<file path="src/rtl/hilo_unit_if.sv">
// rtl/hilo_unit_if.sv - command/result bundle between the pipeline and the HI/LO unit
//
// Purpose: groups the ALU product words, divide operands, command code and
//          HI/LO/Busy/Done results so the unit takes a single bus port.
// Signals:
//   HiIn, LoIn  - ALU upper/lower product words (mult write)
//   SrcA        - dividend for div/divu, write data for mthi/mtlo
//   SrcB        - divisor for div/divu
//   HiLoOp      - command code (0 none, 1 mult, 2 div, 3 divu, 4 mthi, 5 mtlo)
//   Hi, Lo      - architectural HI/LO registers
//   Busy        - divide in progress, commands ignored
//   Done        - one-cycle pulse when a divide result is written
// Modports: master drives commands (pipeline), slave is the HI/LO unit.

interface hilo_unit_if;
  logic [31:0] HiIn;
  logic [31:0] LoIn;
  logic [31:0] SrcA;
  logic [31:0] SrcB;
  logic [2:0]  HiLoOp;
  logic [31:0] Hi;
  logic [31:0] Lo;
  logic        Busy;
  logic        Done;

  modport master (
    output HiIn, LoIn, SrcA, SrcB, HiLoOp,
    input  Hi, Lo, Busy, Done
  );

  modport slave (
    input  HiIn, LoIn, SrcA, SrcB, HiLoOp,
    output Hi, Lo, Busy, Done
  );
endinterface

</file>
<file path="src/rtl/hilo_unit.sv">
// rtl/hilo_unit.sv - MIPS HI/LO registers with mult latch, mthi/mtlo and multi-cycle divider
//
// Purpose: holds HI/LO downstream of the ALU, latches the ALU product on mult,
//          services mthi/mtlo, and runs a 32-step restoring divider for
//          div/divu (remainder -> HI, quotient -> LO).
// Ports:
//   clk     - single clock, rising edge
//   reset_n - asynchronous active-low reset
//   bus     - hilo_unit_if.slave (HiIn, LoIn, SrcA, SrcB, HiLoOp in;
//             Hi, Lo, Busy, Done out)

module hilo_unit (
  input  logic         clk,
  input  logic         reset_n,
  hilo_unit_if.slave   bus
);

  localparam logic [2:0] OP_MULT = 3'd1;
  localparam logic [2:0] OP_DIV  = 3'd2;
  localparam logic [2:0] OP_DIVU = 3'd3;
  localparam logic [2:0] OP_MTHI = 3'd4;
  localparam logic [2:0] OP_MTLO = 3'd5;

  typedef enum logic [1:0] {
    S_IDLE = 2'd0,
    S_DIV  = 2'd1,
    S_FIX  = 2'd2
  } state_t;

  state_t      state, state_nxt;

  logic [31:0] hi_q, lo_q;
  logic [31:0] dvd_q;      // dividend magnitude, shifted out MSB-first
  logic [31:0] dvs_q;      // divisor magnitude
  logic [31:0] rem_q;      // partial remainder
  logic [31:0] quo_q;      // quotient, shifted in LSB-first
  logic [4:0]  cnt_q;
  logic        qneg_q, rneg_q;
  logic        busy_q, done_q;

  logic        is_div, is_signed, div_zero;
  logic [31:0] abs_a, abs_b;
  logic [32:0] trial;

  always_comb begin
    is_div    = (bus.HiLoOp == OP_DIV) || (bus.HiLoOp == OP_DIVU);
    is_signed = (bus.HiLoOp == OP_DIV);
    div_zero  = (bus.SrcB == 32'd0);
    // Two's-complement magnitude; 0x80000000 maps to itself, which is the
    // correct unsigned magnitude, so the overflow case needs no special path.
    abs_a     = (is_signed && bus.SrcA[31]) ? (~bus.SrcA + 32'd1) : bus.SrcA;
    abs_b     = (is_signed && bus.SrcB[31]) ? (~bus.SrcB + 32'd1) : bus.SrcB;
    // rem_q[31] is always 0 before a shift (the partial remainder is bounded
    // by the consumed dividend prefix), so dropping it loses nothing.
    trial     = {1'b0, rem_q[30:0], dvd_q[31]} - {1'b0, dvs_q};
  end

  always_ff @(posedge clk or negedge reset_n) begin
    if (!reset_n) state <= S_IDLE;
    else          state <= state_nxt;
  end

  always_comb begin
    state_nxt = state;
    case (state)
      S_IDLE:  if (is_div) state_nxt = div_zero ? S_FIX : S_DIV;
      S_DIV:   if (cnt_q == 5'd31) state_nxt = S_FIX;
      S_FIX:   state_nxt = S_IDLE;
      default: state_nxt = S_IDLE;
    endcase
  end

  always_ff @(posedge clk or negedge reset_n) begin
    if (!reset_n) begin
      hi_q   <= 32'd0;
      lo_q   <= 32'd0;
      dvd_q  <= 32'd0;
      dvs_q  <= 32'd0;
      rem_q  <= 32'd0;
      quo_q  <= 32'd0;
      cnt_q  <= 5'd0;
      qneg_q <= 1'b0;
      rneg_q <= 1'b0;
      busy_q <= 1'b0;
      done_q <= 1'b0;
    end else begin
      done_q <= 1'b0;
      case (state)
        S_IDLE: begin
          case (bus.HiLoOp)
            OP_MULT: begin
              hi_q <= bus.HiIn;
              lo_q <= bus.LoIn;
            end
            OP_MTHI: hi_q <= bus.SrcA;
            OP_MTLO: lo_q <= bus.SrcA;
            OP_DIV, OP_DIVU: begin
              busy_q <= 1'b1;
              if (div_zero) begin
                // Preset the result and let FIX write it unmodified.
                rem_q  <= bus.SrcA;
                quo_q  <= 32'hFFFF_FFFF;
                qneg_q <= 1'b0;
                rneg_q <= 1'b0;
              end else begin
                dvd_q  <= abs_a;
                dvs_q  <= abs_b;
                rem_q  <= 32'd0;
                quo_q  <= 32'd0;
                cnt_q  <= 5'd0;
                qneg_q <= is_signed && (bus.SrcA[31] ^ bus.SrcB[31]);
                rneg_q <= is_signed && bus.SrcA[31];
              end
            end
            default: ;
          endcase
        end
        S_DIV: begin
          if (!trial[32]) begin
            rem_q <= trial[31:0];
            quo_q <= {quo_q[30:0], 1'b1};
          end else begin
            rem_q <= {rem_q[30:0], dvd_q[31]};
            quo_q <= {quo_q[30:0], 1'b0};
          end
          dvd_q <= {dvd_q[30:0], 1'b0};
          cnt_q <= cnt_q + 5'd1;
        end
        S_FIX: begin
          lo_q   <= qneg_q ? (~quo_q + 32'd1) : quo_q;
          hi_q   <= rneg_q ? (~rem_q + 32'd1) : rem_q;
          done_q <= 1'b1;
          busy_q <= 1'b0;
        end
        default: ;
      endcase
    end
  end

  assign bus.Hi   = hi_q;
  assign bus.Lo   = lo_q;
  assign bus.Busy = busy_q;
  assign bus.Done = done_q;

endmodule

</file>
<file path="src/flat_wrapper.sv">
// flat-port wrapper written by rule: the top's interface ports become plain ports
module hilo_unit_flat 
  (clk, reset_n, bus_HiIn, bus_LoIn, bus_SrcA, bus_SrcB, bus_HiLoOp, bus_Hi, bus_Lo, bus_Busy, bus_Done);
  hilo_unit_if bus_i ();
  input  logic clk;
  input  logic reset_n;
  input wire logic [$bits(bus_i.HiIn)-1:0] bus_HiIn;
  input wire logic [$bits(bus_i.LoIn)-1:0] bus_LoIn;
  input wire logic [$bits(bus_i.SrcA)-1:0] bus_SrcA;
  input wire logic [$bits(bus_i.SrcB)-1:0] bus_SrcB;
  input wire logic [$bits(bus_i.HiLoOp)-1:0] bus_HiLoOp;
  output wire logic [$bits(bus_i.Hi)-1:0] bus_Hi;
  output wire logic [$bits(bus_i.Lo)-1:0] bus_Lo;
  output wire logic [$bits(bus_i.Busy)-1:0] bus_Busy;
  output wire logic [$bits(bus_i.Done)-1:0] bus_Done;
  assign bus_i.HiIn = bus_HiIn;
  assign bus_i.LoIn = bus_LoIn;
  assign bus_i.SrcA = bus_SrcA;
  assign bus_i.SrcB = bus_SrcB;
  assign bus_i.HiLoOp = bus_HiLoOp;
  assign bus_Hi = bus_i.Hi;
  assign bus_Lo = bus_i.Lo;
  assign bus_Busy = bus_i.Busy;
  assign bus_Done = bus_i.Done;
  hilo_unit u_core (.clk(clk), .reset_n(reset_n), .bus(bus_i));
endmodule
</file>
<file path="config.mk">
export PLATFORM = sky130hd
export DESIGN_NAME = hilo_unit_flat
export DESIGN_NICKNAME = d
export VERILOG_FILES = /design/src/rtl/hilo_unit_if.sv /design/src/rtl/hilo_unit.sv /design/src/flat_wrapper.sv
export SDC_FILE = /design/constraint.sdc
export NUM_CORES = 1
export LEC_CHECK = 0
export ABC_AREA = 1
export ABC_CLOCK_PERIOD_IN_PS = 4400
export CORE_MARGIN = 4
export CORE_UTILIZATION = 50
export CTS_CLUSTER_SIZE = 30
export DETAILED_ROUTE_END_ITERATION = 16
export DONT_BUFFER_PORTS = 1
export PLACE_DENSITY = 0.7
export SKIP_LAST_GASP = 1
export SYNTH_ARGS = -nofsm -noshare
export SYNTH_HDL_FRONTEND = slang
export SYNTH_SLANG_ARGS = --single-unit
</file>
<file path="constraint.sdc">
create_clock -name clk -period 4.4 [get_ports clk]
set_input_delay 0.88 -clock clk [delete_from_list [all_inputs] [get_ports clk]]
set_output_delay 0.88 -clock clk [all_outputs]
set_load 0.01 [all_outputs]
</file>
==> impl_metrics.xml, run 1 <==
<?xml version="1.0" encoding="UTF-8"?>
<metrics>
  <group name="yosys">
    <metric name="yosys_register_bits" unit="">203</metric>
    <metric name="synth_simple_gate_area_share" unit="">0.3454</metric>
    <metric name="synth_xor_xnor_area_share" unit="">0.02572</metric>
    <metric name="yosys.cell_types.count" unit="">43</metric>
    <metric name="muxShareOfSynthArea" unit="">0</metric>
    <metric name="portion_of_the_post_synthesis_area_used_by_sequential_elements" unit="">0.3174</metric>
    <metric name="ys.warnings.count" unit="">0</metric>
    <metric name="avg_synthesized_cell_area" unit="sq um">6.206</metric>
    <metric name="synth_edf_count" unit="">0</metric>
    <metric name="synth_fp_nets" unit="">2751</metric>
    <metric name="netlist_area" unit="sq um">16010</metric>
    <metric name="synth_async_sr_flop_share" unit="">1.000</metric>
    <metric name="synth_top_family_by_area" unit="">simple AND/OR/NAND/NOR gates</metric>
    <metric name="synth_flop_cell" unit="">dfrtp_1</metric>
    <metric name="yosys.area_share.adder" unit="">0.03096</metric>
    <metric name="synth_compound_area_frac" unit="">0.1693</metric>
    <metric name="post_synth_inst_count" unit="">2579</metric>
  </group>
  <group name="drt">
    <metric name="pre_antenna_drt_iters" unit="">6</metric>
    <metric name="routedWlPerCell" unit="um">19.94</metric>
    <metric name="first_iter_violations" unit="">1946</metric>
    <metric name="total_drc_errors_in_the_routed_layout" unit="">0</metric>
    <metric name="vias" unit="">17240</metric>
    <metric name="avg_vias_per_cell" unit="">5.864</metric>
    <metric name="antenna_viol_nets_final" unit="">0</metric>
    <metric name="totalWireLength" unit="um">58640</metric>
  </group>
  <group name="setup_path">
    <metric name="cp_num_buf_inv" unit="">1</metric>
    <metric name="timing.critical_path.max_delay_family" unit="">simple AND/OR/NAND/NOR gates</metric>
    <metric name="worstPathCellList" unit="">ha_1 -&gt; fa_1 -&gt; inv_1 -&gt; nand3_1 -&gt; nand2_1 -&gt; nand2_1 -&gt; nand2_1 -&gt; nand2_1 -&gt; nand2_1 -&gt; nand2_2 -&gt; nand2_4 -&gt; nand2_2 -&gt; o21ai_0 -&gt; nand2_1 -&gt; a21oi_1</metric>
    <metric name="worst_r2r_path_depth" unit="">15</metric>
    <metric name="data_arrival_critical_path" unit="ps">3840</metric>
    <metric name="worst_setup_path_end_kind" unit="">flip-flop</metric>
    <metric name="setup.worst_path.start_class" unit="">flip-flop</metric>
    <metric name="reg2reg_launch_point" unit="">u_core.dvs_q[0]</metric>
    <metric name="ff2ff_setup_slack" unit="ps">1000</metric>
    <metric name="regToRegEndpoint" unit="">u_core.rem_q[23]</metric>
    <metric name="critical_path.max_stage_delay" unit="ps">470</metric>
    <metric name="worst_path_most_repeated_cell" unit="">nand2_1</metric>
    <metric name="critical_path_class" unit="">flip-flop to flip-flop</metric>
    <metric name="cp_slowest_cell" unit="">nand2_4</metric>
    <metric name="required" unit="ps">4840</metric>
    <metric name="cp_max_fo" unit="">33</metric>
  </group>
  <group name="placement">
    <metric name="half_perimeter_wire_length_after_placement" unit="um">44110</metric>
    <metric name="buffer_ports.inserted" unit="">0</metric>
    <metric name="globalplace.congestion" unit="">0.9685</metric>
  </group>
  <group name="die">
    <metric name="coreArea" unit="sq um">31560</metric>
    <metric name="initial_core_util" unit="">0.5072</metric>
    <metric name="die-width" unit="um">186.9</metric>
    <metric name="fp.dieH" unit="um">186.9</metric>
    <metric name="design.die.area" unit="sq um">34940</metric>
    <metric name="num_io_pins" unit="">199</metric>
    <metric name="placementRows" unit="">65</metric>
  </group>
  <group name="cells_and_area">
    <metric name="nFillCells" unit="">3261</metric>
    <metric name="area.growth.synth_to_final" unit="%">6.309</metric>
    <metric name="finalNetCount" unit="">2691</metric>
    <metric name="layout-drive-gt1-share" unit="">0.03470</metric>
    <metric name="multi_input_comb_area" unit="sq um">9180</metric>
    <metric name="seq_area" unit="sq um">5080</metric>
  </group>
  <group name="grt">
    <metric name="grt_pass1_vias" unit="">15930</metric>
    <metric name="global_route_wire_length_before_repair" unit="um">90400</metric>
    <metric name="grt_antenna_before_repair" unit="">5</metric>
    <metric name="groute.usage.overall" unit="">0.3219</metric>
    <metric name="overflow" unit="">0</metric>
    <metric name="grt_start_max_net_pins" unit="">204</metric>
  </group>
  <group name="sta">
    <metric name="rsz_0062_raised_after_global_routing" unit="">no</metric>
    <metric name="fmax" unit="MHz">293.8</metric>
    <metric name="finalSetupTns" unit="ps">0</metric>
    <metric name="finalSetupViolCount" unit="">0</metric>
    <metric name="timing.final.crit_share" unit="">0.7735</metric>
    <metric name="timing.final.crit_period" unit="ps">3403</metric>
    <metric name="worst_slew_pin_slew" unit="ps">1058</metric>
    <metric name="slew_viol_final" unit="">0</metric>
    <metric name="clock-skew-final" unit="ps">25.38</metric>
    <metric name="timing.max_slew.rel_slack" unit="">0.2939</metric>
    <metric name="hold_viol" unit="">0</metric>
    <metric name="timing.hold.ws" unit="ps">55.08</metric>
  </group>
  <group name="clock_tree">
    <metric name="cts_inserted_buffers" unit="">25</metric>
    <metric name="clock_tree.root_cell" unit="">clkbuf_16</metric>
    <metric name="postCtsHoldBufs" unit="">0</metric>
    <metric name="ctsHtreeMaxLevel" unit="">1</metric>
    <metric name="insertion_delay" unit="ps">540</metric>
    <metric name="clock_tree.buffer_depth" unit="">3</metric>
    <metric name="tritoncts_num_sinks" unit="">203</metric>
    <metric name="postCtsSetupBuffers" unit="">0</metric>
    <metric name="clkSlewWorstSetupHoldPaths" unit="ps">70</metric>
    <metric name="quantity_of_gates_resized_following_cts" unit="">0</metric>
    <metric name="cts_tree" unit="">done</metric>
  </group>
  <group name="job">
    <metric name="max_cap_viol_count" unit="">0</metric>
  </group>
  <group name="outcome">
    <metric name="outcome" unit="">complete, no violations</metric>
  </group>
  <group name="hold_path">
    <metric name="min-delay-path-class" unit="">input port to async pin</metric>
  </group>
  <group name="pwr">
    <metric name="pwr_density_cell" unit="nW/um^2">858.3</metric>
    <metric name="leakage" unit="nW">8.297</metric>
    <metric name="worst_ir_drop_vdd" unit="mV">0.8149</metric>
  </group>
</metrics>
cells in the final DEF (no fill, tap or decap), types with 32 or more instances in the layout:
cell type,count
nand3_1,224
xor2_1,34
o211ai_1,32
inv_1,335
nor2_1,332
dfrtp_1,203
o21ai_0,201
nand4_1,32
a31oi_1,32
ha_1,38
a21oi_1,222
nand2_1,680
worst max path at each step:
stage	cells after the start	endpoint	slack (ps)	startpoint
final	15	u_core.rem_q[23]	1000	u_core.dvs_q[0]
after global routing	16	u_core.rem_q[22]	800	u_core.dvd_q[31]
after CTS	15	u_core.rem_q[23]	1090	u_core.dvs_q[0]
after detailed placement	11	u_core.dvs_q[12]	760	bus_SrcB[0]
after global placement	11	u_core.dvs_q[13]	890	bus_SrcB[0]
after floorplan	14	u_core.dvd_q[14]	1970	bus_SrcA[0]
flip-flops by register name (all words and copies together) (netlist names), 2 cells and up:
register,cells
u_core.bus.Hi,32
u_core.bus.Lo,32
u_core.dvd_q,32
u_core.dvs_q,32
u_core.quo_q,32
u_core.rem_q,32
u_core.cnt_q,5
u_core.state,2
layout make-up:
class	instances	area share
inverters	346	0.07633
multi-input cells	1926	0.5395
clock inverters	6	0.003897
clock buffers	38	0.04434
diodes	2	0.0002941
well taps	402	0.02956
repair buffers	17	0.007501
flip-flops and latches	203	0.2986
cell families (layout without fill, tap and decap cells):
| logic type | after synthesis | after routing |
|---|---|---|
| and+or+nand+nor | 1329 | 1329 |
| buffers and inverters | 450 | 407 |
| adders and majority gates | 39 | 39 |
| AOI/OAI and AO/OA | 511 | 511 |
| DFF | 203 | 203 |
| other | 0 | 2 |
| xor gates and xnor gates | 47 | 47 |
cells in the mapped netlist, types with 2 or more instances:
| cell | number | area, sq um |
|---|---|---|
| clkbuf_1 | 67 | 251.5 |
| buf_2 | 22 | 110.1 |
| inv_1 | 335 | 1257 |
| nand2_2 | 3 | 18.77 |
| or2_2 | 2 | 12.51 |
| nand3_1 | 224 | 1121 |
| buf_4 | 5 | 37.54 |
| o21ai_1 | 10 | 50.05 |
| nor2_2 | 4 | 25.02 |
| a21oi_1 | 223 | 1116 |
| dfrtp_1 | 203 | 5080 |
| buf_6 | 6 | 67.56 |
| o21ai_0 | 201 | 1006 |
| nand2_4 | 2 | 22.52 |
| a31oi_1 | 32 | 200.2 |
| ha_1 | 38 | 475.5 |
| nor2_1 | 334 | 1254 |
| nand4_1 | 32 | 200.2 |
| nand3b_1 | 5 | 37.54 |
| o21ai_2 | 2 | 17.52 |
| o21bai_1 | 2 | 15.01 |
| nand2_1 | 681 | 2556 |
| and2_1 | 5 | 31.28 |
| a22o_1 | 2 | 17.52 |
| nor3_2 | 4 | 40.04 |
| buf_1 | 4 | 15.01 |
| o22ai_1 | 4 | 25.02 |
| xnor2_1 | 13 | 113.9 |
| nor3_1 | 27 | 135.1 |
| clkinv_1 | 3 | 11.26 |
| inv_2 | 8 | 30.03 |
| o211ai_1 | 32 | 240.2 |
| xor2_1 | 34 | 297.8 |
where the power goes:
| part | total [mW] | leakage, nW | internal (mW) | switching (mW) |
|---|---|---|---|---|
| clock network | 2.07 | 0.395 | 1.24 | 0.837 |
| registers | 3.83 | 2.41 | 2.81 | 1.01 |
| logic | 8.71 | 5.49 | 2.75 | 5.95 |
| total | 14.6 | 8.30 | 6.80 | 7.80 |
per-stage QoR:
step / util / power [mW] / std cells / setup WS, ps / instance area, sq um
5_1_grt: 0.5392 / 15.88 / 2940 / 801.8 / 17020
3_5_place_dp: 0.5130 / 12.35 / 2894 / 763.2 / 16190
6_report: 0.5392 / 14.60 / 2940 / 996.6 / 17020
4_1_cts: 0.5391 / 14.43 / 2938 / 1094 / 17010
3_3_place_gp: 0.5130 / 12.16 / 2894 / 888.5 / 16190
2_1_floorplan: - / 10.07 / 2579 / 1972 / 16010
metal layers:
metal  global-route usage  vias to the layer above  wire length (um)
li1                     -                     8211                 -
met1               0.4538                     8015             24930
met2               0.4830                      868             24900
met3              0.08585                      143              6482
met4               0.1055                        2              2306
met5                    0                        -                13
Note: power is estimated with default switching activity, not from simulation.
==> run 2: changes to the inputs <==
- ABC_CLOCK_PERIOD_IN_PS: 4400 -> 3400
- clock period: 4.4 -> 3.4 ns (I/O delays scaled with it)
==> run 2 against run 1 <==
  * The run now ends with hold timing left
  * Worst setup slack worse by 450 ps
  * Global-route usage increased by 0.47 points
  * Clock power increased by 40%
  * Sequential cell count unchanged
  * Clock skew decreased by 17 ps
  * Fmax up 19%
  * Critical path depth is the same
  * Sequential share of layout area down 0.37 points
  * Worst hold slack got worse by 190 ps
==> impl_metrics.xml, run 2 (synthesized netlist as in run 1, its figures left out) <==
<?xml version="1.0" encoding="UTF-8"?>
<metrics>
  <group name="clock_tree">
    <metric name="cts_tree" unit="">done</metric>
    <metric name="tritoncts_num_sinks" unit="">203</metric>
    <metric name="clock_tree.root_cell" unit="">clkbuf_16</metric>
    <metric name="cts_inserted_buffers" unit="">25</metric>
    <metric name="clkSlewWorstSetupHoldPaths" unit="ps">60</metric>
    <metric name="clock_tree.buffer_depth" unit="">3</metric>
    <metric name="quantity_of_gates_resized_following_cts" unit="">0</metric>
    <metric name="insertion_delay" unit="ps">520</metric>
    <metric name="postCtsSetupBuffers" unit="">0</metric>
    <metric name="ctsHtreeMaxLevel" unit="">1</metric>
  </group>
  <group name="setup_path">
    <metric name="timing.critical_path.max_delay_family" unit="">simple AND/OR/NAND/NOR gates</metric>
    <metric name="ff2ff_setup_slack" unit="ps">550</metric>
    <metric name="cp_num_buf_inv" unit="">1</metric>
    <metric name="worst_r2r_path_depth" unit="">15</metric>
    <metric name="data_arrival_critical_path" unit="ps">3290</metric>
    <metric name="critical_path.max_stage_delay" unit="ps">450</metric>
    <metric name="regToRegEndpoint" unit="">u_core.rem_q[25]</metric>
    <metric name="worst_path_most_repeated_cell" unit="">nand2_1</metric>
    <metric name="setup.worst_path.start_class" unit="">flip-flop</metric>
    <metric name="cp_max_fo" unit="">17</metric>
    <metric name="path_depth" unit="">15</metric>
    <metric name="worstPathCellList" unit="">ha_1 -&gt; fa_1 -&gt; inv_1 -&gt; nand3_1 -&gt; nand2_1 -&gt; nand2_1 -&gt; nand2_1 -&gt; nand2_1 -&gt; nand2_1 -&gt; nand2_2 -&gt; nand2_4 -&gt; nand2_2 -&gt; nand2_1 -&gt; nand2_1 -&gt; a21oi_1</metric>
    <metric name="required" unit="ps">3840</metric>
    <metric name="worst_setup_path_end_kind" unit="">flip-flop</metric>
    <metric name="cp_slowest_cell" unit="">dfrtp_1</metric>
    <metric name="critical_path_class" unit="">flip-flop to flip-flop</metric>
    <metric name="reg2reg_launch_point" unit="">u_core.dvs_q[0]</metric>
  </group>
  <group name="cells_and_area">
    <metric name="postLayoutCoreUtil" unit="">0.5460</metric>
    <metric name="most_frequent_standard_cell_in_the_layout_excluding_fill_and_tap_cells" unit="">nand2_1</metric>
    <metric name="finalNetCount" unit="">2707</metric>
    <metric name="nFillCells" unit="">3224</metric>
    <metric name="layout-drive-gt1-share" unit="">0.04038</metric>
    <metric name="layout_common_cells" unit="">680 x nand2_1, 335 x inv_1, 332 x nor2_1</metric>
    <metric name="area.growth.synth_to_final" unit="%">7.653</metric>
  </group>
  <group name="sta">
    <metric name="timing.hold.ws" unit="ps">-134.0</metric>
    <metric name="clock-skew-final" unit="ps">8.766</metric>
    <metric name="layout_setup_ws" unit="ps">546.5</metric>
    <metric name="rsz_0062_raised_after_global_routing" unit="">no</metric>
    <metric name="worst_slew_pin_slew" unit="ps">953.1</metric>
    <metric name="finalSetupViolCount" unit="">0</metric>
    <metric name="hold_viol" unit="">128</metric>
    <metric name="timing.max_slew.rel_slack" unit="">0.3646</metric>
    <metric name="finalSetupTns" unit="ps">0</metric>
    <metric name="timing.final.crit_period" unit="ps">2853</metric>
    <metric name="slew_viol_final" unit="">0</metric>
    <metric name="fmax" unit="MHz">350.5</metric>
    <metric name="timing.final.crit_share" unit="">0.8393</metric>
  </group>
  <group name="pwr">
    <metric name="power_internal" unit="mW">9.115</metric>
    <metric name="leakage" unit="nW">8.407</metric>
    <metric name="pwr_density_cell" unit="nW/um^2">1119</metric>
    <metric name="pwr-share-seq" unit="">0.258</metric>
    <metric name="share_clk_of_total_power" unit="">0.150</metric>
    <metric name="power.share.combinational" unit="">0.592</metric>
    <metric name="power.switching_fraction" unit="">0.5273</metric>
    <metric name="netSwitchingPower" unit="mW">10.17</metric>
    <metric name="fin_total_pwr" unit="mW">19.28</metric>
    <metric name="worst_ir_drop_vdd" unit="mV">0.5811</metric>
  </group>
  <group name="grt">
    <metric name="grt_antenna_before_repair" unit="">4</metric>
    <metric name="grt_start_max_net_pins" unit="">204</metric>
    <metric name="grt_pass1_vias" unit="">15980</metric>
    <metric name="overflow" unit="">0</metric>
    <metric name="global_route_wire_length_before_repair" unit="um">91510</metric>
    <metric name="groute.usage.overall" unit="">0.3266</metric>
  </group>
  <group name="job">
    <metric name="max_cap_viol_count" unit="">0</metric>
  </group>
  <group name="die">
    <metric name="fp.dieH" unit="um">186.9</metric>
    <metric name="die-width" unit="um">186.9</metric>
    <metric name="initial_core_util" unit="">0.5072</metric>
    <metric name="num_io_pins" unit="">199</metric>
    <metric name="placementRows" unit="">65</metric>
    <metric name="design.die.area" unit="sq um">34940</metric>
    <metric name="coreArea" unit="sq um">31560</metric>
  </group>
  <group name="placement">
    <metric name="buffer_ports.inserted" unit="">0</metric>
    <metric name="globalplace.congestion" unit="">1.012</metric>
    <metric name="half_perimeter_wire_length_after_placement" unit="um">45040</metric>
    <metric name="dp_worst_setup_slack" unit="ps">521.1</metric>
  </group>
  <group name="drt">
    <metric name="avg_vias_per_cell" unit="">5.806</metric>
    <metric name="antenna_viol_nets_final" unit="">0</metric>
    <metric name="total_drc_errors_in_the_routed_layout" unit="">0</metric>
    <metric name="vias" unit="">17170</metric>
    <metric name="totalWireLength" unit="um">59310</metric>
    <metric name="pre_antenna_drt_iters" unit="">7</metric>
    <metric name="routedWlPerCell" unit="um">20.06</metric>
    <metric name="first_iter_violations" unit="">1762</metric>
  </group>
  <group name="outcome">
    <metric name="failed_checks" unit="">hold timing</metric>
    <metric name="outcome" unit="">finished, violations left</metric>
  </group>
  <group name="hold_path">
    <metric name="min-delay-path-class" unit="">input port to async pin</metric>
  </group>
</metrics>
-- run 2: per-layer routing --
metal | GRT usage | vias to the layer above | routed length [um]
met3 | 0.09220 | 124 | 6901
li1 | - | 8241 | -
met2 | 0.4987 | 875 | 25280
met1 | 0.4527 | 7926 | 24990
met5 | 0 | - | 13
met4 | 0.1004 | 2 | 2124
-- run 2: power by group through the flow --
stage                     clock, mW  sequential [mW]  combinational, mW
after global placement            0             4.94               11.0
final                          2.90             4.98               11.4
after global routing           3.04             5.08               12.8
after CTS                      2.91             4.94               11.2
after floorplan                   0             4.51               8.52
after detailed placement          0             4.97               11.2
-- run 2: cell type report --
| cell class | instances | area [sq um] | area share |
|---|---|---|---|
| inverter | 346 | 1299 | 0.07538 |
| timing repair buffer | 33 | 272.8 | 0.01583 |
| tap | 402 | 503.0 | 0.02919 |
| multi-input combinational | 1926 | 9180 | 0.5328 |
| antenna | 4 | 10.01 | 0.0005809 |
| clock buffer | 35 | 713.2 | 0.04139 |
| clock inverter | 8 | 172.7 | 0.01002 |
| sequential | 203 | 5080 | 0.2948 |
-- run 2: through the flow --
step | std cells | cell area (sq um)
floorplan | 2579 | 16010
global placement | 2910 | 16330
detailed placement | 2910 | 16330
CTS | 2953 | 17220
global route | 2955 | 17230
finish | 2957 | 17230
-- run 2: worst max-delay path by stage --
stage / start / end
4_1_cts: u_core.dvs_q[0] / u_core.rem_q[20]
3_3_place_gp: bus_SrcA[0] / u_core.dvd_q[14]
5_1_grt: u_core.dvs_q[0] / u_core.rem_q[22]
3_5_place_dp: bus_SrcA[0] / u_core.dvd_q[14]
2_1_floorplan: bus_SrcA[0] / u_core.dvd_q[14]
6_report: u_core.dvs_q[0] / u_core.rem_q[25]
==> run 3: changes to the inputs <==
- ABC_CLOCK_PERIOD_IN_PS: 3400 -> 2810
- clock period: 3.4 -> 2.81 ns (I/O delays scaled with it)
==> run 3 against run 2 <==
  * The flow still finishes with violations (hold timing)
  * Register-to-register slack worse by 450 ps
  * Sequential cell count stayed put
  * First-iteration DRC count up 1.1%
  * Global-route usage about the same
  * Design area rose by 0.45%
  * Clock-buffer cell count unchanged
  * Critical path depth stayed put
  * Worst setup slack got worse by 450 ps
  * Clock power up 8.3%
  * Largest power group unchanged
  * Non-clock buffer count increased by 18
==> impl_metrics.xml, run 3 (synthesized netlist as in run 1, its figures left out) <==
<?xml version="1.0" encoding="UTF-8"?>
<metrics>
  <group name="outcome">
    <metric name="outcome" unit="">finished, violations left</metric>
    <metric name="failed_checks" unit="">hold timing</metric>
  </group>
  <group name="clock_tree">
    <metric name="postCtsSetupBuffers" unit="">0</metric>
    <metric name="clkSlewWorstSetupHoldPaths" unit="ps">60</metric>
    <metric name="ctsHtreeMaxLevel" unit="">1</metric>
    <metric name="clock_tree.root_cell" unit="">clkbuf_16</metric>
    <metric name="clock_tree.buffer_depth" unit="">3</metric>
    <metric name="cts_inserted_buffers" unit="">24</metric>
    <metric name="insertion_delay" unit="ps">540</metric>
    <metric name="cts_tree" unit="">done</metric>
    <metric name="tritoncts_num_sinks" unit="">203</metric>
  </group>
  <group name="cells_and_area">
    <metric name="instances_no_fill" unit="">2971</metric>
    <metric name="layout_common_cells" unit="">679 x nand2_1, 335 x inv_1, 332 x nor2_1</metric>
    <metric name="layout-drive-gt1-share" unit="">0.04792</metric>
    <metric name="most_frequent_standard_cell_in_the_layout_excluding_fill_and_tap_cells" unit="">nand2_1</metric>
    <metric name="multi_input_comb_area" unit="sq um">9198</metric>
    <metric name="finalNetCount" unit="">2724</metric>
    <metric name="nFillCells" unit="">3208</metric>
    <metric name="seq_area" unit="sq um">5080</metric>
    <metric name="area.growth.synth_to_final" unit="%">8.138</metric>
    <metric name="postLayoutCoreUtil" unit="">0.5485</metric>
  </group>
  <group name="drt">
    <metric name="first_iter_violations" unit="">1781</metric>
    <metric name="routedWlPerCell" unit="um">19.89</metric>
    <metric name="totalWireLength" unit="um">59080</metric>
    <metric name="pre_antenna_drt_iters" unit="">6</metric>
    <metric name="antenna_viol_nets_final" unit="">0</metric>
    <metric name="vias" unit="">17080</metric>
    <metric name="total_drc_errors_in_the_routed_layout" unit="">0</metric>
    <metric name="avg_vias_per_cell" unit="">5.749</metric>
  </group>
  <group name="setup_path">
    <metric name="worst_r2r_path_depth" unit="">15</metric>
    <metric name="critical_path_class" unit="">flip-flop to flip-flop</metric>
    <metric name="timing.critical_path.max_delay_family" unit="">simple AND/OR/NAND/NOR gates</metric>
    <metric name="path_depth" unit="">15</metric>
    <metric name="worst_path_most_repeated_cell" unit="">nand2_1</metric>
    <metric name="cp_max_fo" unit="">14</metric>
    <metric name="critical_path.max_stage_delay" unit="ps">470</metric>
    <metric name="cp_slowest_cell" unit="">dfrtp_1</metric>
    <metric name="data_arrival_critical_path" unit="ps">3140</metric>
    <metric name="regToRegEndpoint" unit="">u_core.rem_q[25]</metric>
    <metric name="required" unit="ps">3230</metric>
    <metric name="crit_path_start" unit="">u_core.dvs_q[0]</metric>
    <metric name="worst_setup_path_end_kind" unit="">flip-flop</metric>
    <metric name="reg2reg_launch_point" unit="">u_core.dvs_q[0]</metric>
    <metric name="ff2ff_setup_slack" unit="ps">90</metric>
    <metric name="setup.worst_path.end" unit="">u_core.rem_q[25]</metric>
    <metric name="setup.worst_path.start_class" unit="">flip-flop</metric>
    <metric name="cp_num_buf_inv" unit="">2</metric>
    <metric name="worstPathCellList" unit="">ha_1 -&gt; fa_1 -&gt; inv_1 -&gt; nand3_1 -&gt; nand2_2 -&gt; nand2_1 -&gt; nand2_1 -&gt; nand2_1 -&gt; nand2_1 -&gt; nand2_2 -&gt; nand2_4 -&gt; buf_6 -&gt; nand3_1 -&gt; nand2_1 -&gt; a21oi_1</metric>
  </group>
  <group name="job">
    <metric name="max_cap_viol_count" unit="">0</metric>
  </group>
  <group name="die">
    <metric name="placementRows" unit="">65</metric>
    <metric name="num_io_pins" unit="">199</metric>
    <metric name="fp.dieH" unit="um">186.9</metric>
    <metric name="coreArea" unit="sq um">31560</metric>
    <metric name="design.die.area" unit="sq um">34940</metric>
    <metric name="initial_core_util" unit="">0.5072</metric>
    <metric name="die-width" unit="um">186.9</metric>
  </group>
  <group name="sta">
    <metric name="hold_viol" unit="">203</metric>
    <metric name="clock-skew-final" unit="ps">13.29</metric>
    <metric name="rsz_0062_raised_after_global_routing" unit="">yes</metric>
    <metric name="fmax" unit="MHz">368.1</metric>
    <metric name="timing.final.crit_period" unit="ps">2717</metric>
    <metric name="worst_slew_pin_slew" unit="ps">1045</metric>
    <metric name="slew_viol_final" unit="">0</metric>
    <metric name="finalSetupTns" unit="ps">0</metric>
    <metric name="timing.hold.ws" unit="ps">-264.1</metric>
    <metric name="timing.final.crit_share" unit="">0.9669</metric>
    <metric name="timing.max_slew.rel_slack" unit="">0.3023</metric>
    <metric name="finalSetupViolCount" unit="">0</metric>
  </group>
  <group name="placement">
    <metric name="globalplace.congestion" unit="">1.003</metric>
    <metric name="buffer_ports.inserted" unit="">0</metric>
    <metric name="half_perimeter_wire_length_after_placement" unit="um">45100</metric>
    <metric name="place_inst" unit="">2928</metric>
  </group>
  <group name="grt">
    <metric name="grt_start_max_net_pins" unit="">204</metric>
    <metric name="global_route_wire_length_before_repair" unit="um">91330</metric>
    <metric name="groute.usage.overall" unit="">0.3266</metric>
    <metric name="grt_antenna_before_repair" unit="">7</metric>
    <metric name="overflow" unit="">0</metric>
    <metric name="grt_pass1_vias" unit="">16040</metric>
  </group>
  <group name="pwr">
    <metric name="leakage" unit="nW">8.477</metric>
    <metric name="pwr_density_cell" unit="nW/um^2">1337</metric>
    <metric name="worst_ir_drop_vdd" unit="mV">1.136</metric>
    <metric name="fin_total_pwr" unit="mW">23.14</metric>
  </group>
  <group name="hold_path">
    <metric name="min-delay-path-class" unit="">input port to async pin</metric>
  </group>
</metrics>
==> run 3: changes by cell type in the layout (fill, tap and decap cells not counted), moves of 2 or more <==
cell,change
buf_12,+2
buf_4,+14
buf_6,+2
bufinv_16,-4
clkinv_2,+3
diode_2,-2
==> run 3: per-stage QoR <==
stage / cell area (sq um) / setup slack (ps)
global route: 17310 / -19.95
global placement: 16490 / 127.7
detailed placement: 16490 / 108.0
finish: 17310 / 93.07
floorplan: 16010 / 620.8
CTS: 17280 / 80.52
==> run 3: area by class of cell <==
cell class | instances | area share
repair buffers | 51 | 0.02545
clock inverters | 6 | 0.003470
clock buffers | 35 | 0.04178
flip-flops and latches | 203 | 0.2935
inverters | 346 | 0.07504
well taps | 402 | 0.02906
diodes | 2 | 0.0002892
multi-input cells | 1926 | 0.5314
==> run 3: repair_timing <==
item | 4_1_cts | 5_1_grt
gates resized for setup | 0 | 6
endpoints found under the setup margin | 0 | 20
hold endpoints to repair | 203 | 203
==> run 3: worst min-delay path by stage <==
stage | slack [ps] | end | startpoint | cells after the start
6_report | -260 | u_core.rem_q[12] | reset_n | 0
5_1_grt | -270 | u_core.rem_q[11] | reset_n | 0
4_1_cts | -270 | u_core.rem_q[31] | reset_n | 0
3_5_place_dp | 280 | u_core.rem_q[7] | reset_n | 0
3_3_place_gp | 280 | u_core.rem_q[12] | reset_n | 0
2_1_floorplan | 270 | u_core.bus.Busy | reset_n | 0
==> run 3: where the power goes <==
part           switching [mW]  total (mW)  internal, mW
Combinational            9.48        14.1          4.58
Sequential               1.53        5.94          4.41
Clock                    1.28        3.14          1.86
==> run 3: per-layer routing <==
metal  GRT usage  part of all wire  vias to the layer above
li1            -                 -                     8284
met1      0.4448              0.42                     7862
met2      0.4868              0.42                      775
met3      0.1099              0.12                      149
met4      0.1163             0.040                       10
met5           0            0.0011                        -
